### src/rtl/radix5_stage_ctrl_pkg.sv
// Shared definitions for the radix-5 stage controller: FSM states,
// the number of butterfly input slots and the default butterfly latency.
package radix5_stage_ctrl_pkg;

  localparam int R5_SLOTS          = 5;
  localparam int R5_BF_LAT_DEFAULT = 9;

  typedef enum logic [1:0] {
    ST_IDLE,
    ST_COLLECT,
    ST_DRAIN
  } r5_state_e;

endpackage

### src/rtl/r5_valid_dly.sv
// Fixed-depth 1-bit delay line that tracks the butterfly result valid
// alongside the external butterfly pipeline.
module r5_valid_dly #(
  parameter int DEPTH = 9
) (
  input  logic clk,
  input  logic rst,
  input  logic din_i,
  output logic dout_o
);

  logic [DEPTH-1:0] sr_q;

  // Shift the valid bit one stage per cycle; reset flushes every stage
  always_ff @(posedge clk or posedge rst) begin
    if (rst) begin
      sr_q <= '0;
    end else begin
      sr_q[0] <= din_i;
      for (int i = 1; i < DEPTH; i++) begin
        sr_q[i] <= sr_q[i-1];
      end
    end
  end

  assign dout_o = sr_q[DEPTH-1];

endmodule

### src/rtl/radix5_stage_ctrl.sv
// Radix-5 stage controller: groups incoming samples into five-slot
// butterflies, issues them back-to-back, and tracks frame completion.
module radix5_stage_ctrl
  import radix5_stage_ctrl_pkg::*;
#(
  parameter int DW     = 32,
  parameter int BF_LAT = R5_BF_LAT_DEFAULT,
  parameter int NBF    = 5
) (
  input  logic                   clk,
  input  logic                   rst,
  input  logic                   in_valid,
  input  logic                   in_sof,
  input  logic [DW-1:0]          in_re,
  input  logic [DW-1:0]          in_img,
  output logic                   in_ready,
  output logic [R5_SLOTS*DW-1:0] bf_re,
  output logic [R5_SLOTS*DW-1:0] bf_img,
  output logic                   bf_go,
  output logic [2:0]             bf_idx,
  output logic                   res_valid,
  output logic                   frame_done,
  output logic                   err_sof
);

  localparam logic [2:0] LAST_SLOT = 3'(R5_SLOTS - 1);
  localparam logic [2:0] LAST_BF   = 3'(NBF - 1);
  localparam logic [3:0] LAT_LOAD  = 4'(BF_LAT);

  r5_state_e state_q, state_d;

  logic [2:0] slot_q, slot_d;
  logic [2:0] bfCnt_q, bfCnt_d;
  logic [3:0] drainCnt_q, drainCnt_d;

  logic [DW-1:0] slotRe_q [R5_SLOTS-1];
  logic [DW-1:0] slotRe_d [R5_SLOTS-1];
  logic [DW-1:0] slotIm_q [R5_SLOTS-1];
  logic [DW-1:0] slotIm_d [R5_SLOTS-1];

  logic [R5_SLOTS*DW-1:0] bfRe_q, bfRe_d, bfIm_q, bfIm_d;
  logic                   bfGo_q, bfGo_d;
  logic [2:0]             bfIdx_q, bfIdx_d;
  logic                   errSof_q, errSof_d;

  logic accept, firstSlot, sofErr, restart, collectStore, issue, lastIssue;

  // Decode the handshake into the events that steer both FSM and datapath
  always_comb begin
    accept       = in_valid & in_ready;
    firstSlot    = (slot_q == '0) && (bfCnt_q == '0);
    sofErr       = (state_q == ST_COLLECT) && accept && in_sof && !firstSlot;
    restart      = ((state_q == ST_IDLE) && accept && in_sof) || sofErr;
    collectStore = (state_q == ST_COLLECT) && accept && !sofErr;
    issue        = collectStore && (slot_q == LAST_SLOT);
    lastIssue    = issue && (bfCnt_q == LAST_BF);
  end

  // FSM state register
  always_ff @(posedge clk or posedge rst) begin
    if (rst) begin
      state_q <= ST_IDLE;
    end else begin
      state_q <= state_d;
    end
  end

  // FSM next state: a frame starts on sof, ends after the last butterfly drains
  always_comb begin
    state_d = state_q;
    unique case (state_q)
      ST_IDLE:    if (restart)            state_d = ST_COLLECT;
      ST_COLLECT: if (lastIssue)          state_d = ST_DRAIN;
      ST_DRAIN:   if (drainCnt_q == '0)   state_d = ST_IDLE;
      default:                            state_d = ST_IDLE;
    endcase
  end

  // FSM outputs: backpressure while draining, done when the final result lands
  always_comb begin
    in_ready   = (state_q != ST_DRAIN);
    frame_done = (state_q == ST_DRAIN) && (drainCnt_q == '0);
  end

  // Datapath next state: slot fill, butterfly issue and drain countdown
  always_comb begin
    slot_d     = slot_q;
    bfCnt_d    = bfCnt_q;
    drainCnt_d = drainCnt_q;
    slotRe_d   = slotRe_q;
    slotIm_d   = slotIm_q;
    bfRe_d     = bfRe_q;
    bfIm_d     = bfIm_q;
    bfIdx_d    = bfIdx_q;
    bfGo_d     = issue;
    errSof_d   = sofErr;

    if (restart) begin
      slotRe_d[0] = in_re;
      slotIm_d[0] = in_img;
      slot_d      = 3'd1;
      bfCnt_d     = '0;
    end else if (collectStore) begin
      if (issue) begin
        for (int k = 0; k < R5_SLOTS - 1; k++) begin
          bfRe_d[k*DW +: DW] = slotRe_q[k];
          bfIm_d[k*DW +: DW] = slotIm_q[k];
        end
        bfRe_d[(R5_SLOTS-1)*DW +: DW] = in_re;
        bfIm_d[(R5_SLOTS-1)*DW +: DW] = in_img;
        bfIdx_d = bfCnt_q;
        slot_d  = '0;
        bfCnt_d = lastIssue ? 3'd0 : bfCnt_q + 3'd1;
      end else begin
        slotRe_d[slot_q[1:0]] = in_re;
        slotIm_d[slot_q[1:0]] = in_img;
        slot_d = slot_q + 3'd1;
      end
    end

    if (lastIssue) begin
      drainCnt_d = LAT_LOAD;
    end else if ((state_q == ST_DRAIN) && (drainCnt_q != '0)) begin
      drainCnt_d = drainCnt_q - 4'd1;
    end
  end

  // Datapath registers
  always_ff @(posedge clk or posedge rst) begin
    if (rst) begin
      slot_q     <= '0;
      bfCnt_q    <= '0;
      drainCnt_q <= '0;
      for (int k = 0; k < R5_SLOTS - 1; k++) begin
        slotRe_q[k] <= '0;
        slotIm_q[k] <= '0;
      end
      bfRe_q   <= '0;
      bfIm_q   <= '0;
      bfGo_q   <= 1'b0;
      bfIdx_q  <= '0;
      errSof_q <= 1'b0;
    end else begin
      slot_q     <= slot_d;
      bfCnt_q    <= bfCnt_d;
      drainCnt_q <= drainCnt_d;
      slotRe_q   <= slotRe_d;
      slotIm_q   <= slotIm_d;
      bfRe_q     <= bfRe_d;
      bfIm_q     <= bfIm_d;
      bfGo_q     <= bfGo_d;
      bfIdx_q    <= bfIdx_d;
      errSof_q   <= errSof_d;
    end
  end

  r5_valid_dly #(
    .DEPTH (BF_LAT)
  ) u_valid_dly (
    .clk    (clk),
    .rst    (rst),
    .din_i  (bfGo_q),
    .dout_o (res_valid)
  );

  assign bf_re   = bfRe_q;
  assign bf_img  = bfIm_q;
  assign bf_go   = bfGo_q;
  assign bf_idx  = bfIdx_q;
  assign err_sof = errSof_q;

endmodule

### config.mk
export PLATFORM = sky130hd
export DESIGN_NAME = radix5_stage_ctrl
export DESIGN_NICKNAME = d
export VERILOG_FILES = /design/src/rtl/radix5_stage_ctrl_pkg.sv /design/src/rtl/r5_valid_dly.sv /design/src/rtl/radix5_stage_ctrl.sv
export SDC_FILE = /design/constraint.sdc
export NUM_CORES = 1
export LEC_CHECK = 0
export CAP_MARGIN = 10
export CORE_ASPECT_RATIO = 1.5
export CORE_MARGIN = 2
export CORE_UTILIZATION = 57
export DETAILED_ROUTE_END_ITERATION = 10
export PLACE_DENSITY_LB_ADDON = 0.1
export SKIP_CTS_REPAIR_TIMING = 1
export SKIP_LAST_GASP = 1
export SYNTH_ARGS = -nofsm -noshare
export SYNTH_HDL_FRONTEND = slang
export SYNTH_SLANG_ARGS = --single-unit
### constraint.sdc
create_clock -name clk -period 40.6 [get_ports clk]
set_input_delay 8.12 -clock clk [delete_from_list [all_inputs] [get_ports clk]]
set_output_delay 8.12 -clock clk [all_outputs]
set_load 0.03 [all_outputs]
==> metrics.md <==
| Metric | Value |
|---|---|
| Largest net degree at the start of global routing | `136` |
| Max Cap Viol | `0` |
| Synth warnings | `0` |
| PnR worst setup slack | `28.80 ns` |
| # rows | `89` |
| Syn_nets | `1406` |
| Routed vias/inst | `5.53` |
| Crit start category | `primary input` |
| Initial antenna violation count | `0` |
| Drt pass-1 iters | `4` |
| Worst-skew pair later-pin latency | `0.58 ns` |
| GRT Util Overall | `0.233` |
| Commonest non-fill, non-tap cell in the layout | `dfrtp_1` |
| First-pass GRT wire length | `75700 um` |
| Root Driver | `clkbuf_16` |
| Pwr/cell area | `74.8 mW/mm2` |
| Violation count after the first detailed-route iteration | `473` |
| DRC | `0` |
| # diodes | `0` |
| Post-DP HPWL | `31000 um` |
| Clock tree buffer depth | `3` |
| Critical Path Fanout Max | `81` |
| Worst path required time | `41.05 ns` |
| Register area | `0.0151 mm2` |
| Tcrit/Tclk final | `0.291` |
| Unrepaired setup endpoints after global routing | `false` |
| Reg2Reg Setup Slack | `36.47 ns` |
| Area occupied by multi-input gates | `0.00710 mm2` |
| Mapped Cells | `1330` |
| Slew Limit Fails | `0` |
| Avg Cell Area, Syn | `17.0 um2` |
| Die Y | `248 um` |
| Chip width | `167 um` |
| Vias in the first global route | `13366` |
| Most frequent cells in the layout | `602 x dfrtp_1, 560 x mux2_2, 395 x clkdlybuf4s50_1` |
| Slew headroom | `0.255` |
| Die ar. | `0.0414 mm2` |
| Final setup fails | `0` |
| Hold/Removal Path Class | `flop to flop` |
| CTS tree | `done` |
| Leakage Power | `13.1 nW` |
| Top FF cell, synth | `dfrtp_1` |
| Actual slew at the worst max-slew pin | `1.12 ns` |
| Area growth syn-to-layout | `26.6%` |
| Crit path time final | `11.80 ns` |
| Post-synthesis async set-or-reset flop share | `1.00` |
| Crit path DAT | `12.25 ns` |
| Clock Pin Slew Worst Setup and Hold Paths | `0.06 ns` |
| Sink Count | `602` |
| Final ANT Viol Nets | `0` |
| Routed wire per std cell | `21.2 um` |
| Core Region | `0.0393 mm2` |
| WL final | `48100 um` |
| Worst slack at placement | `28.15 ns` |
| Share of cells above drive strength 1 | `0.378` |
| Worst setup path class | `primary input to flop` |
| H-tree levels | `2` |
| Final Wtd Congestion | `0.805` |
| EDFF count, synth | `0` |
| Vias | `12548` |
| CP endpoint kind | `flop` |
| Total negative slack | `0 ns` |
| Final Hold Viols | `0` |
| Max Clock Freq | `84.7 MHz` |
| Nets | `1806` |
| CTS Buf Count | `53` |
| PnR Total Power | `0.00214 W` |
| FF+latch count, synth | `602` |
| Seq/Total Area, Yosys | `0.665` |
| Skew final | `0.0222 ns` |
| Post-synth cell types | `40` |
| Outcome | `complete, no violations` |
| Grt ovf | `0` |
| Top Ports | `396` |
| Post-Syn Area | `0.0226 mm2` |
| Fill count | `2556` |
| Initial core utilization | `0.576` |
| I/O Buffers | `395` |
| Peak VDD IR | `0.0555 mV` |
where the power goes:
group | leakage (nW) | internal, W | switching [W]
logic | 4.48 | 0.000353 | 0.000363
clock network | 0.873 | 0.000285 | 0.000214
registers | 7.71 | 0.000816 | 0.000112
cell families after synthesis:
logic type | share of synthesized area
buffers and inverters | 0.0218
AND/OR/NAND/NOR | 0.0103
adder cells (fa/ha/maj) | 0.00442
AO/OA/AOI/OAI | 0.0102
flip-flops | 0.665
multiplexers | 0.288
worst paths after layout:
path	startpoint	depth (start not counted)	endpoint
min in group asynchronous	rst	2	slotIm_q[70]
hold reg to reg	u_valid_dly.sr_q[0]	0	u_valid_dly.sr_q[1]
setup / recovery	in_sof	5	bf_img[155]
setup reg to reg	slot_q[0]	7	bf_img[155]
hold / removal	u_valid_dly.sr_q[0]	0	u_valid_dly.sr_q[1]
max in group asynchronous	rst	5	bf_img[123]
stage by stage:
step / hold WS [ns] / instance area [um2] / cells / util
2_1_floorplan: 0.331 / 22600 / 1330 / -
3_3_place_gp: 0.339 / 26900 / 2175 / 0.685
3_5_place_dp: 0.337 / 26900 / 2175 / 0.685
4_1_cts: 0.355 / 28700 / 2271 / 0.729
5_1_grt: 0.358 / 28700 / 2271 / 0.729
6_report: 0.353 / 28700 / 2271 / 0.729
area by class of cell:
class | count | area share
multi-input combinational | 649 | 0.248
tap | 500 | 0.0218
clock inverter | 20 | 0.00637
sequential | 602 | 0.526
timing repair buffer | 410 | 0.142
clock buffer | 76 | 0.0543
inverter | 14 | 0.00218
per-layer routing:
metal | GRT usage | share of wire | wire length (um) | vias up
li1 | - | - | - | 5506
met1 | 0.283 | 0.38 | 18300 | 6607
met2 | 0.398 | 0.51 | 24500 | 343
met3 | 0.0670 | 0.069 | 3340 | 92
met4 | 0.0915 | 0.040 | 1910 | 0
met5 | 0 | 0 | 0 | -
synthesized netlist by cell type, drive strengths merged (4+ instances only):
cell type	count	area (um2)
dfrtp	602	15100
mux2	579	6520
buf	53	395
inv	14	52.6
clkbuf	12	45.0
ha	8	100
nand2	7	26.3
a21oi	5	25.0
o21ai	5	25.0
nor2	4	15.0
nor2b	4	25.0
o22ai	4	25.0
flip-flops by register name, summed over array words and instances, names as in the netlist:
register and count:
bfCnt_q 3, bf_go 1, bf_idx 3, bf_img 160, bf_re 160, drainCnt_q 4
err_sof 1, slotIm_q 128, slotRe_q 128, slot_q 3, state_q 2, u_valid_dly.sr_q 9
critical path: stages:
cell             delay (ns)
clkdlybuf4s50_1        0.91
or3_4                  0.85
buf_4                  0.89
buf_4                  0.91
mux2_2                 0.43
(Power assumes the default switching activity.)
==> RTL edit: new RTL, config.mk and constraints unchanged <==
`DW`: 32 -> 16.
--- a/src/rtl/radix5_stage_ctrl.sv
+++ b/src/rtl/radix5_stage_ctrl.sv
@@ -4,5 +4,5 @@
   import radix5_stage_ctrl_pkg::*;
 #(
-  parameter int DW     = 32,
+  parameter int DW     = 16,
   parameter int BF_LAT = R5_BF_LAT_DEFAULT,
   parameter int NBF    = 5
Interface: changed (resized bf_img, bf_re, in_img and in_re); port bits go from 396 to 204. No check against the original RTL was run, so the function may have changed too.
==> RTL edit against the unedited design <==
- global-route usage down 0.89 points
- critical path depth up 1
- power down 43%
- area after synthesis down 46%
- first-iteration DRC count down 33%
- worst setup slack better by 580 ps
- clock skew down 7.6 ps
- sequential cell count down 288
- final area down 46%
- routed wire length down 49%
- largest power group unchanged
==> RTL edit: results (changes against the unedited design) <==
Met3 WL -> 1.41 mm (-58%)
Routing usage on met3 -> 0.0478 (-0.0193)
VDD IR max -> 0.0510 mV (-8.2%)
Most instantiated cells after synthesis -> 314 x dfrtp_1, 224 x mux2_2, 60 x mux2_4
Metal2 WL -> 12.8 mm (-48%)
Crit path DAT -> 11630 ps (-620 ps)
Worst skew pair latency -> 540 ps (-40 ps)
Gr usage total -> 0.224 (-0.00885)
Status -> finished clean
DP HPWL -> 16.0 mm (-48%)
Routed length per placed instance -> 20.2 um (-4.8%)
Initial DRC Count -> 318 (-33%)
Comb pwr -> 0.446 mW (-38%)
Fill count -> 1278 (-50%)
First-pass GRT wire length -> 39.9 mm (-47%)
Worst stage delay on the critical path -> 840 ps (-70 ps)
Slowest-stage cell, CP -> buf_4
Psw -> 0.399 mW (-42%)
Layout cells sized above 1 -> 0.374 (-0.00367)
M2 GR Usage -> 0.387 (-0.0112)
Largest net degree at the start of global routing -> 149 (+9.6%)
Sequential power share -> 0.410 (-0.023)
# nets final -> 972 (-46%)
Via density -> 5.46 (-1.3%)
M1 WL -> 9.95 mm (-46%)
Port buffer count -> 203 (-49%)
TritonCTS Buffers -> 29 (-45%)
Worst slew margin -> 0.281 (+0.0263)
Leak pwr -> 7.12 nW (-45%)
Most area-consuming cells after synthesis -> dfrtp_1 64%, mux2_2 21%, mux2_4 7.3%
Met1 Usage GRT -> 0.290 (+0.00727)
[RTL edit: cell count changes after synthesis, moves of 8 or more]
cell	before	now
mux2_2	560	224
dfrtp_1	602	314
mux2_4	0	60
buf_2	28	10
mux2_1	19	5
clkbuf_1	12	0
o21ai_0	4	12
[RTL edit: worst paths after layout]
path,cells past startpoint,to,startpoint,slack (ps)
setup / recovery,6,bf_re[28],in_sof,29380
hold / removal,0,u_valid_dly.sr_q[2],u_valid_dly.sr_q[1],340
setup reg to reg,7,bf_re[28],slot_q[1],37040
hold reg to reg,0,u_valid_dly.sr_q[2],u_valid_dly.sr_q[1],340
max in group asynchronous,3,slotRe_q[10],rst,30700
min in group asynchronous,2,slotRe_q[4],rst,8160
[RTL edit: final cells by class]
type / count / share of cell area
clock buffers: 45 / 0.0580
repair buffers: 212 / 0.136
inverters: 14 / 0.00405
clock inverters: 7 / 0.00753
well taps: 268 / 0.0217
multi-input cells: 357 / 0.265
flip-flops and latches: 314 / 0.508
[RTL edit: cells by family after synthesis]
logic type / count (synthesis) / share of synthesized area
xor+xnor: 1 / 0.000715
compound gates: 28 / 0.0193
simple gates: 30 / 0.0197
fa+ha+maj: 8 / 0.00817
flops: 314 / 0.641
buf+inv: 46 / 0.0263
mux: 290 / 0.285
[RTL edit: stage by stage]
step | utilization | cell area, um^2 | total power, mW | setup WS [ps] | instances
after detailed placement | 0.686 | 14400 | 0.957 | 28880 | 1165
after CTS | 0.734 | 15500 | 1.24 | 29410 | 1217
final | 0.734 | 15500 | 1.23 | 29380 | 1217
after global placement | 0.686 | 14400 | 0.937 | 28940 | 1165
after floorplan | - | 12300 | 0.781 | 23790 | 717
after global routing | 0.734 | 15500 | 1.29 | 29180 | 1217
